==> src/rtl/mem_slave_responder_if.sv <==
// Memory bus between the initiator (master) and mem_slave_responder (slave).
// Carries the request fields plus the registered read return, status pulses and counters.
interface mem_slave_responder_if #(
    parameter int ADDR_WIDTH = 2,
    parameter int DATA_WIDTH = 8,
    parameter int CNT_WIDTH  = 16
);
    logic [ADDR_WIDTH-1:0] addr;
    logic                  wr_en;
    logic                  rd_en;
    logic [DATA_WIDTH-1:0] wdata;
    logic [DATA_WIDTH-1:0] rdata;
    logic                  rd_valid;
    logic                  rd_uninit;
    logic                  ready;
    logic                  access_err;
    logic [CNT_WIDTH-1:0]  wr_cnt;
    logic [CNT_WIDTH-1:0]  rd_cnt;

    modport master (
        output addr, wr_en, rd_en, wdata,
        input  rdata, rd_valid, rd_uninit, ready, access_err, wr_cnt, rd_cnt
    );

    modport slave (
        input  addr, wr_en, rd_en, wdata,
        output rdata, rd_valid, rd_uninit, ready, access_err, wr_cnt, rd_cnt
    );
endinterface

==> src/rtl/mem_slave_responder.sv <==
// Responder end of the small memory bus: storage, post-reset init sequencer, registered reads,
// written flags, saturating counters. Define MEM_RD_BYPASS_EN for write-first same-address reads.
module mem_slave_responder #(
    parameter int                    ADDR_WIDTH = 2,
    parameter int                    DATA_WIDTH = 8,
    parameter int                    CNT_WIDTH  = 16,
    parameter logic [DATA_WIDTH-1:0] INIT_VAL   = '0
) (
    input  logic                  clk,
    input  logic                  reset,
    mem_slave_responder_if.slave  bus
);
    localparam int DEPTH = 2 ** ADDR_WIDTH;

    typedef enum logic {ST_INIT, ST_READY} state_t;

    state_t                state_reg;
    logic [DATA_WIDTH-1:0] mem_reg [DEPTH];
    logic [ADDR_WIDTH-1:0] init_ptr_reg;
    logic [DEPTH-1:0]      written_reg;
    logic [DEPTH-1:0]      written_set;
    logic [DATA_WIDTH-1:0] rdata_reg;
    logic                  rd_valid_reg;
    logic                  rd_uninit_reg;
    logic                  ready_reg;
    logic                  access_err_reg;
    logic [CNT_WIDTH-1:0]  wr_cnt_reg;
    logic [CNT_WIDTH-1:0]  rd_cnt_reg;

    logic                  wr_fire;
    logic                  rd_fire;
    logic                  mem_we;
    logic [ADDR_WIDTH-1:0] mem_waddr;
    logic [DATA_WIDTH-1:0] mem_wdata;
    logic [DATA_WIDTH-1:0] rd_data_next;

    assign wr_fire = (state_reg == ST_READY) && bus.wr_en;
    assign rd_fire = (state_reg == ST_READY) && bus.rd_en;

    // The init sequencer and the bus share the single write port; they never overlap in time.
    always_comb begin
        mem_we    = 1'b0;
        mem_waddr = init_ptr_reg;
        mem_wdata = INIT_VAL;
        if (!reset) begin
            if (state_reg == ST_INIT) begin
                mem_we = 1'b1;
            end else if (wr_fire) begin
                mem_we    = 1'b1;
                mem_waddr = bus.addr;
                mem_wdata = bus.wdata;
            end
        end
    end

`ifdef MEM_RD_BYPASS_EN
    assign rd_data_next = bus.wr_en ? bus.wdata : mem_reg[bus.addr];
`else
    assign rd_data_next = mem_reg[bus.addr];
`endif

    always_ff @(posedge clk) begin
        if (mem_we) begin
            mem_reg[mem_waddr] <= mem_wdata;
        end
    end

    genvar gi;
    generate
        for (gi = 0; gi < DEPTH; gi++) begin : g_written
            assign written_set[gi] = wr_fire && (bus.addr == ADDR_WIDTH'(gi));
        end
    endgenerate

    always_ff @(posedge clk) begin
        if (reset) begin
            state_reg      <= ST_INIT;
            init_ptr_reg   <= '0;
            written_reg    <= '0;
            rdata_reg      <= '0;
            rd_valid_reg   <= 1'b0;
            rd_uninit_reg  <= 1'b0;
            ready_reg      <= 1'b0;
            access_err_reg <= 1'b0;
            wr_cnt_reg     <= '0;
            rd_cnt_reg     <= '0;
        end else begin
            rd_valid_reg   <= rd_fire;
            // Flag sampled before this edge's write, so a same-address collision reports the old state.
            rd_uninit_reg  <= rd_fire && !written_reg[bus.addr];
            access_err_reg <= (state_reg == ST_INIT) && (bus.wr_en || bus.rd_en);
            written_reg    <= written_reg | written_set;
            if (rd_fire) begin
                rdata_reg <= rd_data_next;
            end
            if (wr_fire && (wr_cnt_reg != '1)) begin
                wr_cnt_reg <= wr_cnt_reg + 1'b1;
            end
            if (rd_fire && (rd_cnt_reg != '1)) begin
                rd_cnt_reg <= rd_cnt_reg + 1'b1;
            end
            unique case (state_reg)
                ST_INIT: begin
                    init_ptr_reg <= init_ptr_reg + 1'b1;
                    if (init_ptr_reg == ADDR_WIDTH'(DEPTH - 1)) begin
                        ready_reg <= 1'b1;
                        state_reg <= ST_READY;
                    end
                end
                ST_READY: begin
                end
            endcase
        end
    end

    assign bus.rdata      = rdata_reg;
    assign bus.rd_valid   = rd_valid_reg;
    assign bus.rd_uninit  = rd_uninit_reg;
    assign bus.ready      = ready_reg;
    assign bus.access_err = access_err_reg;
    assign bus.wr_cnt     = wr_cnt_reg;
    assign bus.rd_cnt     = rd_cnt_reg;
endmodule

==> src/flat_wrapper.sv <==
// flat-port wrapper written by rule: the top's interface ports become plain ports
module mem_slave_responder_flat 
#(
    parameter int                    ADDR_WIDTH = 2,
    parameter int                    DATA_WIDTH = 8,
    parameter int                    CNT_WIDTH  = 16,
    parameter logic [DATA_WIDTH-1:0] INIT_VAL   = '0
)
  (clk, reset, bus_addr, bus_wr_en, bus_rd_en, bus_wdata, bus_rdata, bus_rd_valid, bus_rd_uninit, bus_ready, bus_access_err, bus_wr_cnt, bus_rd_cnt);
  mem_slave_responder_if #(.ADDR_WIDTH(ADDR_WIDTH), .DATA_WIDTH(DATA_WIDTH), .CNT_WIDTH(CNT_WIDTH)) bus_i ();
  input  logic clk;
  input  logic reset;
  input wire logic [$bits(bus_i.addr)-1:0] bus_addr;
  input wire logic [$bits(bus_i.wr_en)-1:0] bus_wr_en;
  input wire logic [$bits(bus_i.rd_en)-1:0] bus_rd_en;
  input wire logic [$bits(bus_i.wdata)-1:0] bus_wdata;
  output wire logic [$bits(bus_i.rdata)-1:0] bus_rdata;
  output wire logic [$bits(bus_i.rd_valid)-1:0] bus_rd_valid;
  output wire logic [$bits(bus_i.rd_uninit)-1:0] bus_rd_uninit;
  output wire logic [$bits(bus_i.ready)-1:0] bus_ready;
  output wire logic [$bits(bus_i.access_err)-1:0] bus_access_err;
  output wire logic [$bits(bus_i.wr_cnt)-1:0] bus_wr_cnt;
  output wire logic [$bits(bus_i.rd_cnt)-1:0] bus_rd_cnt;
  assign bus_i.addr = bus_addr;
  assign bus_i.wr_en = bus_wr_en;
  assign bus_i.rd_en = bus_rd_en;
  assign bus_i.wdata = bus_wdata;
  assign bus_rdata = bus_i.rdata;
  assign bus_rd_valid = bus_i.rd_valid;
  assign bus_rd_uninit = bus_i.rd_uninit;
  assign bus_ready = bus_i.ready;
  assign bus_access_err = bus_i.access_err;
  assign bus_wr_cnt = bus_i.wr_cnt;
  assign bus_rd_cnt = bus_i.rd_cnt;
  mem_slave_responder #(.ADDR_WIDTH(ADDR_WIDTH), .DATA_WIDTH(DATA_WIDTH), .CNT_WIDTH(CNT_WIDTH), .INIT_VAL(INIT_VAL)) u_core (.clk(clk), .reset(reset), .bus(bus_i));
endmodule
==> config.mk <==
export PLATFORM = sky130hd
export DESIGN_NAME = mem_slave_responder_flat
export DESIGN_NICKNAME = d
export VERILOG_FILES = /design/src/rtl/mem_slave_responder_if.sv /design/src/rtl/mem_slave_responder.sv /design/src/flat_wrapper.sv
export SDC_FILE = /design/constraint.sdc
export NUM_CORES = 1
export LEC_CHECK = 0
export CORE_UTILIZATION = 34
export CTS_CLUSTER_DIAMETER = 150
export CTS_CLUSTER_SIZE = 16
export DETAILED_ROUTE_END_ITERATION = 10
export GPL_TIMING_DRIVEN = 0
export RECOVER_POWER = 100
export SYNTH_ARGS = -nofsm -noshare
export SYNTH_HDL_FRONTEND = slang
export SYNTH_SLANG_ARGS = --single-unit
==> constraint.sdc <==
create_clock -name clk -period 2.25 [get_ports clk]
set_input_delay 0.225 -clock clk [delete_from_list [all_inputs] [get_ports clk]]
set_output_delay 0.225 -clock clk [all_outputs]
set_load 0.005 [all_outputs]
==> flow_summary.yaml <==
worst_setup_path:
  cp-end-kind: "register"
  rrSetupSlack_ns: 0.15
  cp_max_fo: 10
  critPathLaunchType: "primary input"
  r2r_end: "u_core.bus.wr_cnt[7]"
  required_ns: 2.32
  rr_startpoint: "u_core.bus.wr_cnt[8]"
  path_class: "primary input to register"
  reg2reg_depth: 7
  arrival_ns: 2.22
logic_synthesis:
  yosysTopAreaCell: "dfxtp_1"
  synth_nets: 358
  synthArstFlopShare_pct: 0
  syn_area_per_cell_sq_um: 10.5
  synth.area.top_cells: "dfxtp_1 28%, edfxtp_1 27%, mux4_2 5.6%, a21oi_1 5.0%, nand2_1 3.3%"
  synth_cell_types: 37
  synthCells: 341
  yosysSeqAreaShare_pct: 55.2
  ys_ff_latch: 83
  yosysWarnings: 0
  synth-main-ff-cell: "dfxtp_1"
  netlist_area_sq_um: 3590
  synth-edff-count: 32
  synth_top_area_share_pct: 28.4
die:
  design.portCount: 58
  initial_core_util_pct: 34.9
  core_area_sq_um: 10300
  dieArea_sq_um: 11000
  die_y_um: 105
  rows: 37
  die_w_um: 105
route:
  routed_wl_um: 8200
  initialDrtViolationCount: 163
  via_count: 2865
  drt-pass1-iter-count: 4
  drc: 0
  via_per_inst: 5.23
  wl_per_cell_um: 15.0
  antenna_left: 0
status:
  outcome: "complete, no violations"
hold_path:
  min_from: "bus_wr_en"
  hold_path.class: "primary input to register"
  hold_depth: 3
  holdPathEnd: "u_core.bus.access_err"
final_layout:
  nNetsFinal: 424
  stdcell_area_sq_um: 4580
  layout_commonest_cell: "dfxtp_1"
  diodes: 0
  largest_reg_flops: 32
  syn_to_final_growth_pct: 27.5
  final_cell_mix: "51 x dfxtp_1, 47 x clkdlybuf4s50_1, 36 x a21oi_1"
  drive_gt1_share_pct: 10.9
sta:
  post-route-period-util_pct: 95.9
  fin_crit_ns: 2.16
  tns_ns: 0
  worst_slack_ns: 0.0916
  finalClockSkew_ns: 0.00928
  slew_headroom_pct: 60.0
  hold_violations: 0
  drv_slew: 0
  worstMarginPinSlew_ns: 0.600
  clock.fmax_ghz: 0.463
  report.final.setup_viol: 0
  rsz0062_at_grt: "no"
power_and_ir_drop:
  seqPwrFrac_pct: 53.0
  power_frac_comb_pct: 7.9
  clock_power_share_pct: 39.1
  p_per_area_nw_per_um2: 688
  peakVddDrop_mv: 0.346
  power_mw: 3.15
  leakagePower_nw: 1.48
  p_int_mw: 2.39
  power.share.switching_pct: 24.0
  power_switching_mw: 0.755
flow_run:
  maxCapViolCount: 0
clock_tree:
  cts_made_buffers: 9
  root_buffer: "clkbuf_8"
  holdBufCountCts: 0
  cts_htree_levels: 3
  path_clk_slew_ns: 0.09
  clk_latency_ns: 0.36
  cts.sinks: 83
  cts_tree: "yes"
  clockBufferDepth: 2
place:
  gp_congestion: 0.789
  pre_cts_slack_ns: -0.574
  port_buffers: 55
  place_area_sq_um: 4320
  hpwl_um: 5840
global_route:
  grt_pass1_wl_um: 13800
  grt-ovfl-total: 0
  grt_pass1_vias: 2751
  grt_max_degree: 17
  antenna_found_initial: 0
  grt_usage_pct: 16.0
[through the flow]
step	cells	util (%)	hold slack, ns
after CTS	549	44.3	0.272
after global placement	532	42.0	0.445
after detailed placement	533	42.0	0.451
after global routing	548	44.5	0.326
after floorplan	341	-	0.387
final	548	44.5	0.282
[power by group through the flow]
stage / sequential (mW) / clock (mW) / combinational, mW
floorplan: 1.70 / 0 / 0.149
global placement: 1.70 / 0 / 0.240
detailed placement: 1.70 / 0 / 0.247
CTS: 1.67 / 1.26 / 0.250
global route: 1.68 / 1.33 / 0.279
finish: 1.67 / 1.23 / 0.250
[how the worst max path moves through the flow]
stage,depth (start not counted),from,slack [ns],endpoint
2_1_floorplan,5,bus_wr_en,0.1,u_core.mem_reg[2][0]
3_3_place_gp,4,reset,-0.97,u_core.mem_reg[2][1]
3_5_place_dp,5,reset,-0.57,u_core.mem_reg[2][2]
4_1_cts,5,u_core.state_reg,-0.15,u_core.mem_reg[2][3]
5_1_grt,6,u_core.bus.rd_cnt[0],0.009,u_core.bus.rd_cnt[0]
6_report,5,bus_addr[1],0.09,u_core.mem_reg[2][4]
[final cells by class]
class	instances	area, sq um
Buffer	21	85.1
Multi-Input combinational cell	232	1540
Clock inverter	7	104
Clock buffer	9	124
Sequential cell	83	1980
Fill cell	1006	5700
Inverter	4	15.0
Tap cell	136	170
Timing Repair Buffer	56	556
[timing repair]
action                     4_1_cts  5_1_grt
gates resized for setup          2       11
setup endpoints to repair       32       56
buffers inserted                 0        0
pin swaps                        0        0
[critical path: stages]
cell             delay (ns)
clkdlybuf4s50_1        0.60
clkbuf_1               0.50
mux2i_2                0.23
nor3b_2                0.38
clkbuf_2               0.28
[Yosys cell counts, types with 2 or more instances]
| cell type | instances |
|---|---|
| and3_1 | 4 |
| nand2b_1 | 2 |
| nand2_1 | 32 |
| nor4_1 | 5 |
| mux2_2 | 6 |
| inv_1 | 4 |
| nor2b_1 | 7 |
| clkbuf_1 | 16 |
| buf_2 | 4 |
| edfxtp_1 | 32 |
| or3_1 | 5 |
| mux4_2 | 9 |
| and4_1 | 6 |
| dfxtp_1 | 51 |
| mux2i_1 | 3 |
| buf_1 | 2 |
| o31ai_1 | 15 |
| nor2_1 | 27 |
| or4_1 | 15 |
| nand4_1 | 11 |
| and2_1 | 12 |
| a21oi_1 | 36 |
| o21ai_0 | 4 |
| nand3_1 | 10 |
| a211oi_1 | 2 |
| nor3_1 | 8 |
| ha_1 | 3 |
[kinds of logic after synthesis]
family / count (synthesis) / synth area share, %
adders and majority gates: 3 / 1.05
muxes: 18 / 8.36
and+or+nand+nor: 147 / 21.9
AOI/OAI and AO/OA: 63 / 10.4
xor gates and xnor gates: 1 / 0.244
buffers and inverters: 26 / 2.86
DFF: 83 / 55.2
[routing by layer]
metal	part of all wire, %	track usage [%]	vias up
met5	0	0	-
met4	2.0	6.34	0
met3	3.8	3.68	17
met2	48	25.4	52
met1	47	21.0	1380
li1	-	-	1416
Power figures use the tool's default switching activity.
